$ cat config.mk
export PLATFORM = sky130hd
export DESIGN_NAME = alu_seq
export DESIGN_NICKNAME = d
export VERILOG_FILES = /design/src/rtl/alu_pkg.sv /design/src/rtl/alu_iter_unit.sv /design/src/rtl/alu_seq.sv
export SDC_FILE = /design/constraint.sdc
export NUM_CORES = 1
export LEC_CHECK = 0
export BUFFER_PORTS_ARGS = -buffer_cell sky130_fd_sc_hd__buf_2
export CORE_UTILIZATION = 44
export CTS_BUF_LIST = sky130_fd_sc_hd__clkbuf_4 sky130_fd_sc_hd__clkbuf_8
export DETAILED_ROUTE_END_ITERATION = 10
export PLACE_DENSITY_LB_ADDON = 0.3
export SETUP_SLACK_MARGIN = 0.5
export SLEW_MARGIN = 20
export SYNTH_ARGS = -nofsm -noshare
export SYNTH_HDL_FRONTEND = slang
export SYNTH_SLANG_ARGS = --single-unit
$ cat constraint.sdc
create_clock -name clk -period 7 [get_ports clk]
set_input_delay 0.7 -clock clk [delete_from_list [all_inputs] [get_ports clk]]
set_output_delay 0.7 -clock clk [all_outputs]
set_load 0.03 [all_outputs]
$ cat src/rtl/alu_pkg.sv
// Shared types for the sequential ALU.
// Opcodes, flag bit positions, FSM states and iteration kinds.
package alu_pkg;

  typedef enum logic [3:0] {
    OP_AND  = 4'd0,
    OP_OR   = 4'd1,
    OP_XOR  = 4'd2,
    OP_NOT  = 4'd3,
    OP_ADD  = 4'd4,
    OP_ADDU = 4'd5,
    OP_ADDC = 4'd6,
    OP_SUB  = 4'd7,
    OP_CMP  = 4'd8,
    OP_CMPU = 4'd9,
    OP_MOV  = 4'd10,
    OP_LSH  = 4'd11,
    OP_RSH  = 4'd12,
    OP_ARSH = 4'd13,
    OP_MUL  = 4'd14
  } op_e;

  localparam int FZ = 4;
  localparam int FC = 3;
  localparam int FF = 2;
  localparam int FN = 1;
  localparam int FL = 0;

  typedef enum logic [1:0] {
    S_IDLE = 2'd0,
    S_ITER = 2'd1,
    S_DONE = 2'd2
  } state_e;

  typedef enum logic [2:0] {
    IK_NONE = 3'd0,
    IK_LSH  = 3'd1,
    IK_RSH  = 3'd2,
    IK_ARSH = 3'd3,
    IK_MUL  = 3'd4
  } iter_e;

  function automatic iter_e iter_kind(input logic [3:0] o);
    iter_e k;
    k = IK_NONE;
    case (o)
      OP_LSH:  k = IK_LSH;
      OP_RSH:  k = IK_RSH;
      OP_ARSH: k = IK_ARSH;
      OP_MUL:  k = IK_MUL;
      default: k = IK_NONE;
    endcase
    return k;
  endfunction

endpackage

$ cat src/rtl/alu_iter_unit.sv
// Multi-cycle engine: one shift bit or one shift-add step per cycle.
// Non-iterating ops load a zero count and report done the next cycle.
module alu_iter_unit
  import alu_pkg::*;
#(
  parameter int WIDTH = 16,
  parameter int SHW   = $clog2(WIDTH)
) (
  input  logic             clk,
  input  logic             rst_n,
  input  logic             start_i,
  input  iter_e            kind_i,
  input  logic [WIDTH-1:0] a_i,
  input  logic [WIDTH-1:0] b_i,
  output logic             busy_o,
  output logic             done_o,
  output logic [WIDTH-1:0] res_o,
  output logic             carry_o
);

  localparam int CW = SHW + 1;

  logic [2*WIDTH-1:0] acc_q, acc_d;
  logic [WIDTH-1:0]   mc_q, mc_d;
  logic [CW-1:0]      cnt_q, cnt_d;
  iter_e              kind_q, kind_d;
  logic               c_q, c_d;
  logic               act_q, act_d;
  logic [WIDTH:0]     hsum;

  always_comb begin
    acc_d  = acc_q;
    mc_d   = mc_q;
    cnt_d  = cnt_q;
    kind_d = kind_q;
    c_d    = c_q;
    act_d  = act_q;
    hsum   = {1'b0, acc_q[2*WIDTH-1:WIDTH]}
           + (acc_q[0] ? {1'b0, mc_q} : '0);
    if (start_i) begin
      acc_d  = {{WIDTH{1'b0}}, (kind_i == IK_MUL) ? b_i : a_i};
      mc_d   = a_i;
      kind_d = kind_i;
      c_d    = 1'b0;
      act_d  = 1'b1;
      unique case (kind_i)
        IK_MUL:  cnt_d = CW'(WIDTH);
        IK_NONE: cnt_d = '0;
        default: cnt_d = {1'b0, b_i[SHW-1:0]};
      endcase
    end else if (cnt_q != '0) begin
      cnt_d = cnt_q - 1'b1;
      unique case (kind_q)
        IK_LSH: begin
          c_d = acc_q[WIDTH-1];
          acc_d[WIDTH-1:0] = {acc_q[WIDTH-2:0], 1'b0};
        end
        IK_RSH: begin
          c_d = acc_q[0];
          acc_d[WIDTH-1:0] = {1'b0, acc_q[WIDTH-1:1]};
        end
        IK_ARSH: begin
          c_d = acc_q[0];
          acc_d[WIDTH-1:0] = {acc_q[WIDTH-1], acc_q[WIDTH-1:1]};
        end
        // high half accumulates, multiplier drains out of the low half
        IK_MUL:  acc_d = {hsum, acc_q[WIDTH-1:1]};
        default: ;
      endcase
    end else if (act_q) begin
      act_d = 1'b0;
    end
  end

  always_ff @(posedge clk or negedge rst_n) begin
    if (!rst_n) begin
      acc_q  <= '0;
      mc_q   <= '0;
      cnt_q  <= '0;
      kind_q <= IK_NONE;
      c_q    <= 1'b0;
      act_q  <= 1'b0;
    end else begin
      acc_q  <= acc_d;
      mc_q   <= mc_d;
      cnt_q  <= cnt_d;
      kind_q <= kind_d;
      c_q    <= c_d;
      act_q  <= act_d;
    end
  end

  assign busy_o  = (cnt_q != '0);
  assign done_o  = act_q && (cnt_q == '0);
  assign res_o   = acc_q[WIDTH-1:0];
  assign carry_o = (kind_q == IK_MUL) ? |acc_q[2*WIDTH-1:WIDTH] : c_q;

endmodule

$ cat src/rtl/alu_seq.sv
// Sequential ALU: handshake FSM, single-cycle ops and flag register.
// Shifts and multiply run in alu_iter_unit.
module alu_seq
  import alu_pkg::*;
#(
  parameter int WIDTH = 16,
  parameter int SHW   = $clog2(WIDTH)
) (
  input  logic             clk,
  input  logic             rst_n,
  input  logic             in_valid,
  output logic             in_ready,
  input  logic [3:0]       op,
  input  logic [WIDTH-1:0] a,
  input  logic [WIDTH-1:0] b,
  input  logic             upd_flags,
  output logic             out_valid,
  input  logic             out_ready,
  output logic [WIDTH-1:0] result,
  output logic [4:0]       flags,
  output logic [4:0]       flags_q
);

  state_e           st_q, st_d;
  logic [WIDTH-1:0] a_q, b_q;
  logic [3:0]       op_q;
  logic             upd_q, cin_q;
  logic [WIDTH-1:0] res_q, res_d;
  logic [4:0]       flg_q, flg_d;
  logic [4:0]       fr_q, fr_d;

  logic             accept;
  logic             it_busy, it_done, it_carry;
  logic [WIDTH-1:0] it_res;

  logic [WIDTH:0]   sum, dif;
  logic             cin_use, slt, ult, ovf_add, ovf_sub;
  logic [WIDTH-1:0] r;
  logic [4:0]       f;
  logic             commit;

  assign accept = in_valid && in_ready;

  alu_iter_unit #(
    .WIDTH (WIDTH),
    .SHW   (SHW)
  ) u_iter (
    .clk     (clk),
    .rst_n   (rst_n),
    .start_i (accept),
    .kind_i  (iter_kind(op)),
    .a_i     (a),
    .b_i     (b),
    .busy_o  (it_busy),
    .done_o  (it_done),
    .res_o   (it_res),
    .carry_o (it_carry)
  );

  always_comb begin
    cin_use = (op_q == OP_ADDC) && cin_q;
    sum     = {1'b0, a_q} + {1'b0, b_q} + (WIDTH+1)'(cin_use);
    dif     = {1'b0, a_q} - {1'b0, b_q};
    slt     = $signed(a_q) < $signed(b_q);
    ult     = a_q < b_q;
    ovf_add = (a_q[WIDTH-1] == b_q[WIDTH-1])
           && (sum[WIDTH-1] != a_q[WIDTH-1]);
    ovf_sub = (a_q[WIDTH-1] != b_q[WIDTH-1])
           && (dif[WIDTH-1] != a_q[WIDTH-1]);
    r = '0;
    f = '0;
    unique case (op_q)
      OP_AND:  r = a_q & b_q;
      OP_OR:   r = a_q | b_q;
      OP_XOR:  r = a_q ^ b_q;
      OP_NOT:  r = ~a_q;
      OP_MOV:  r = a_q;
      OP_ADD, OP_ADDC: begin
        r     = sum[WIDTH-1:0];
        f[FC] = sum[WIDTH];
        f[FF] = ovf_add;
      end
      OP_ADDU: begin
        r     = sum[WIDTH-1:0];
        f[FC] = sum[WIDTH];
        f[FF] = sum[WIDTH];
      end
      OP_SUB: begin
        r     = dif[WIDTH-1:0];
        f[FC] = dif[WIDTH];
        f[FF] = ovf_sub;
        f[FN] = slt;
        f[FL] = ult;
      end
      OP_CMP, OP_CMPU: begin
        f[FN] = (op_q == OP_CMP) && slt;
        f[FL] = ult;
      end
      OP_LSH, OP_RSH, OP_ARSH, OP_MUL: begin
        r     = it_res;
        f[FC] = it_carry;
      end
      default: ;
    endcase
    // compares report equality, undefined ops report nothing
    if (op_q == OP_CMP || op_q == OP_CMPU)
      f[FZ] = (a_q == b_q);
    else if (op_q != 4'hF)
      f[FZ] = (r == '0);
  end

  always_comb begin
    st_d  = st_q;
    res_d = res_q;
    flg_d = flg_q;
    unique case (st_q)
      S_IDLE: if (in_valid) st_d = S_ITER;
      S_ITER: begin
        if (it_done && !it_busy) begin
          st_d  = S_DONE;
          res_d = r;
          flg_d = f;
        end
      end
      S_DONE: if (out_ready) st_d = S_IDLE;
      default: st_d = S_IDLE;
    endcase
  end

  assign commit = (st_q == S_DONE) && out_ready && (op_q != 4'hF)
               && (upd_q || op_q == OP_CMP || op_q == OP_CMPU);
  assign fr_d   = commit ? flg_q : fr_q;

  always_ff @(posedge clk or negedge rst_n) begin
    if (!rst_n) begin
      st_q  <= S_IDLE;
      a_q   <= '0;
      b_q   <= '0;
      op_q  <= '0;
      upd_q <= 1'b0;
      cin_q <= 1'b0;
      res_q <= '0;
      flg_q <= '0;
      fr_q  <= '0;
    end else begin
      st_q  <= st_d;
      res_q <= res_d;
      flg_q <= flg_d;
      fr_q  <= fr_d;
      if (accept) begin
        a_q   <= a;
        b_q   <= b;
        op_q  <= op;
        upd_q <= upd_flags;
        cin_q <= fr_q[FC];
      end
    end
  end

  assign in_ready  = (st_q == S_IDLE) && !it_busy;
  assign out_valid = (st_q == S_DONE);
  assign result    = res_q;
  assign flags     = flg_q;
  assign flags_q   = fr_q;

endmodule
Word-level counts from Yosys, hierarchy flattened

Index checks and enable logic that the tools add are counted.
Widths: inputs -> output; s select.

Register bits after elaboration: 108
Input bits: 41
Output and inout port bits: 28
Word-level logic and storage cells: 127

Add/subtract/negate cells: 5
$lt $le $gt $ge: 2
Equality and inequality tests: 36
Multiplexer cells: 26
Bitwise operators: 4
Reduce and logical (&&, ||, !) cells: 38

Operators by type and width:

| cell               | number |
|---|---|
| $pmux 16 s8        | 1 |
| $mux 32            | 2 |
| $pmux 16 s4        | 1 |
| $mux 16            | 3 |
| $eq 4x4->1 const B | 11 |
| $lt 16x16->1       | 2 |
| $add 16x16->17     | 1 |
| $add 16x17->17     | 1 |
| $add 17x1->17      | 1 |
| $sub 16x16->17     | 1 |
| $and 16x16->16     | 1 |
| $eq 16x16->1       | 1 |
| $eq 4x3->1 const B | 4 |
| $logic_not 16->1   | 1 |
| $not 16->16        | 1 |
| $or 16x16->16      | 1 |
| $reduce_or 16->1   | 1 |
| $xor 16x16->16     | 1 |
| $pmux 3 s4         | 1 |
| $logic_and 1x1->1  | 11 |
| $mux 5             | 2 |
| $pmux 5 s2         | 1 |
| $reduce_bool 5->1  | 2 |
| $eq 4x2->1 const B | 2 |
| other kinds (32)   | 57 |

Depth between registers and ports, before layout

Depth in word-level cells: 7
Depth in mapped cells: 16
Gate-level depth less buffers: 13

Hierarchy

From an unflattened synthesis, not the netlist that was laid out.

Cells, all modules: 1126
Area total of the unflattened synthesis: 9557.9 sq um

Modules (own cells, without submodules):

| module        | instances | cells each | area each (sq um) | sequential area each (sq um) |
|---|---|---|---|---|
| alu_seq       | 1         | 703        | 5644.2            | 1651.6 |
| alu_iter_unit | 1         | 423        | 3913.8            | 1451.4 |

Worst setup path after synthesis

No wires, ideal clock.

Kind: register to register
From: register op_q[3]
To: register flg_q[4] (netlist: flags[4])
Setup time: 0.076 ns
Arrival: 4.088 ns
Required time: 6.924 ns
Setup slack: 2.836 ns
Cell stages (with the launch flop): 17
Path buffers: 3
Period minus slack after synthesis: 4.164 ns
Cell sequence: dfrtp_1 clkbuf_1 buf_2 nor2b_1 clkbuf_1 nand3_1 fa_1 fa_1 and2b_1 o31ai_2 a211oi_1 nor4_1 or4_4 a211oi_2 nand4_1 or4_1 o21ai_1

Word-level cells in the longest chain between the ends: 7
Elaborated cells between the ends (all ways): 25
Those cells by class: 1 x add/sub; 15 x eq/ne; 3 x mux; 6 x reduce/logical

Ends and longest elaborated chain:

| element                | line                         | text |
|---|---|---|
| from (decl)            | alu_seq.sv:26                | `logic [3:0] op_q;` |
| from (signal assigned) | alu_seq.sv:153               | `op_q <= op;` |
| $eq 4x3->1             | alu_seq.sv:61, alu_seq.sv:72 |  |
| $logic_and 1x1->1      | alu_seq.sv:61                | `cin_use = (op_q == OP_ADDC) && cin_q;` |
| $add 17x1->17          | alu_seq.sv:62                | `sum = {1'b0, a_q} + {1'b0, b_q} + (WIDTH+1)'(cin_use);` |
| $pmux 16 s8            | alu_seq.sv:72                | `unique case (op_q)` |
| $logic_not 16->1       | alu_seq.sv:109               | `f[FZ] = (r == '0);` |
| $mux 1                 | alu_seq.sv:108               | `else if (op_q != 4'hF)` |
| $mux 1 *               | alu_seq.sv:106               | `if (op_q == OP_CMP \|\| op_q == OP_CMPU)` |
| to (signal assigned)   | alu_seq.sv:148               | `flg_q <= flg_d;` |
| to (decl)              | alu_seq.sv:29                | `logic [4:0] flg_q, flg_d;` |

Every way passes the cells marked *; elsewhere a longest branch is shown, timed or not.
A chain may end at the register's enable or synchronous reset.

Worst setup path after layout

From: register op_q[2]
To: register flg_q[4] (netlist: flags[4])

The elaborated chain is that of the path after synthesis.

==> results_dict.tcl <==
set metrics [dict create \
    cts.sinks 108 \
    cts_tree "done" \
    startpoint_type "flop" \
    area_growth_pct 8.028 \
    wl_per_cell_um 19.35 \
    comb_power_share_pct 67.2 \
    cts_buffers 9 \
    grt-ovfl-total 0 \
    cts.repair.resized 0 \
    maxCapViolCount 0 \
    synth.avg_cell_area_um2 8.205 \
    synth_area_um2 8681 \
    drt_first_iter_violations 878 \
    io_pins 69 \
    die_area_um2 20290 \
    p_sw_mw 2.583 \
    hold_viol 0 \
    ys_seq_area_share_pct 31.13 \
    r2r-start "op_q[2]" \
    power.internal_mw 2.247 \
    ant_nets 0 \
    p_total_mw 4.830 \
    synthTopCellsByArea "dfrtp_1, ha_1, o21ai_0, nand2_1, mux2_2" \
    fin_crit_ns 5.235 \
    dr.pass1.iters 8 \
    p_leak_nw 4.329 \
    min_period_over_period_pct 74.79 \
    via_per_inst 5.921 \
    end_kind "flop" \
    maxSlewViolCount 0 \
    outcome "finished, final reports clean" \
    yosys_register_bits 108 \
    core_area_um2 19400 \
    final_nets 1196 \
    clock_path_buffers 2 \
    post_cts_buffers 0 \
    slew_headroom_pct 24.91 \
    synth_cells 1058 \
    finalSetupViolCount 0 \
    cp_data_required_time_ns 7.32 \
    grt_pass1_wl_um 41880 \
    portBuffers 68 \
    rsz0062_at_grt "false" \
    fin_setup_tns_ns 0 \
    synth_cell_types 80 \
    critPathKind "flop to flop" \
    crit_fanout 22 \
    vias 8029 \
    drive_above_1_share_pct 13.11 \
    grt_max_degree 78 \
    synth_nets 1168 \
    clock.fmax_mhz 191.0 \
    synth_top_area_share_pct 31.13 \
    hold_buffers 0 \
    cts_root_buf "clkbuf_8" \
    clock_skew_ns 0.01242 \
    drt_wl_total_um 26240 \
    yosys.area.top_type "dfrtp_1" \
    start_util_pct 44.75 \
    htreeDepth 3 \
    power-per-cell-area_nw_per_um2 515.0 \
    gp_congestion 0.9757 \
    tightest_slew_ns 1.112 \
    synth_edf_count 0 \
    seqPwrFrac_pct 24.3 \
    r2r_slack_ns 1.76 \
    n_antenna_cell 0 \
    dp_hpwl_um 20070 \
    hold_class "input port to async pin" \
    antenna_found_initial 0 \
    r2r_end "flags[4]" \
    die_height_um 142.5 \
    row_count 51 \
    grt_pass1_vias 7366 \
    clk_latency_ns 0.40 \
    irDropWorstVdd_uv 172.3 \
    synth-main-ff-cell "dfrtp_1" \
    yosysWarnings 0 \
    fp.dieW_um 142.5 \
    cp.arrival_ns 5.55 \
    drc 0 \
    async_flop_share_pct 100.0 \
    track_usage_pct 26.88 \
    swShare_pct 53.48 \
    reg2reg_depth 13 \
    clk_pin_slew_ns 0.11 \
    pwr-share-clk_pct 8.5 \
]
==> layer usage <==
metal | global-route usage, % | share of wire [%] | vias to the layer above
met2 | 40.38 | 42 | 335
met5 | 0 | 0 | -
met3 | 3.735 | 6.7 | 47
li1 | - | - | 3846
met4 | 7.697 | 2.7 | 0
met1 | 39.79 | 48 | 3801
==> cells in the final DEF (no fill, tap or decap), drive strengths merged, types with 5 or more instances in the layout <==
cell	count
nand2	140
o21ai	116
dfrtp	108
buf	77
nor2	75
inv	67
ha	65
a21oi	57
mux2	29
mux2i	24
nor3	19
and2	18
nand3	16
o211ai	16
nor2b	15
xnor2	15
a31oi	14
nand2b	13
nor4	13
or3	12
a21o	11
a211oi	11
o31ai	11
clkbuf	11
a22oi	9
and3	9
a221oi	9
nand4	8
xor2	8
a22o	7
o21a	7
o2111ai	5
==> worst max-delay path: stages (launching register included) <==
cell and delay [ns]:
dfrtp_1 0.81, nor2b_1 0.96, nand3_1 0.24, fa_1 0.46
fa_1 0.41, and2b_1 0.24, o31ai_2 0.10, a211oi_1 0.37
nor4_1 0.08, or4_4 0.57, a211oi_2 0.23, nand4_1 0.12
or4_1 0.41, o21ai_1 0.15
==> registers in the layout, summed over array words and instances (netlist names) <==
name	cells
u_iter.acc_q	32
b_q	16
result	16
u_iter.mc_q	16
flags	5
flags_q	5
u_iter.cnt_q	5
op_q	4
u_iter.kind_q	3
st_q	2
cin_q	1
u_iter.act_q	1
u_iter.c_q	1
upd_q	1
==> synth_stat cells, drive strengths merged, types with 8 or more instances <==
cell type	instances
nand2	140
o21ai	116
dfrtp	108
nor2	75
inv	66
ha	65
a21oi	57
clkbuf	35
mux2	29
buf	25
mux2i	24
nor3	19
and2	18
nand3	16
o211ai	16
nor2b	15
xnor2	15
a31oi	14
nand2b	13
nor4	13
or3	12
a211oi	11
a21o	11
o31ai	11
a221oi	9
a22oi	9
and3	9
nand4	8
xor2	8
==> per-stage QoR <==
stage               cell area, um^2  std cells  setup slack [ns]  hold WS, ns  util [%]
CTS                            9378       1356             1.875       0.4203     48.34
global route                   9378       1356             1.537       0.4387     48.34
detailed placement             9174       1340             1.931       0.4752     47.29
floorplan                      8681       1058             2.836       0.4044         -
global placement               9174       1340             1.975       0.4647     47.29
finish                         9378       1356             1.765       0.3763     48.34
==> power by group through the flow <==
stage	clock (mW)	sequential [mW]	combinational (mW)
2_1_floorplan	0	1.09	2.37
3_3_place_gp	0	1.18	3.12
3_5_place_dp	0	1.18	3.15
4_1_cts	0.423	1.17	3.16
5_1_grt	0.448	1.21	3.54
6_report	0.411	1.17	3.24
==> cell type report <==
class | count | area, um^2
Sequential cell | 108 | 2703
Clock buffer | 11 | 145.1
Multi-Input combinational cell | 822 | 5474
Fill cell | 1988 | 10020
Clock inverter | 5 | 58.81
Timing Repair Buffer | 77 | 410.4
Inverter | 68 | 255.2
Tap cell | 265 | 331.6
==> cell families after synthesis <==
family                     synth area share (%)
and+or+nand+nor                           19.73
AOI/OAI and AO/OA                         23.84
buffers and inverters                     5.895
DFF                                       31.13
adders and majority gates                 10.29
muxes                                     6.789
xor gates and xnor gates                  2.321
==> how the worst max path moves through the flow <==
stage	from	to	cells past startpoint
2_1_floorplan	op_q[3]	flags[4]	16
3_3_place_gp	op_q[2]	flags[4]	13
3_5_place_dp	op_q[2]	flags[4]	13
4_1_cts	op_q[2]	flags[4]	13
5_1_grt	op_q[2]	flags[4]	13
6_report	op_q[2]	flags[4]	13
Note: power is estimated with default switching activity, not from simulation.
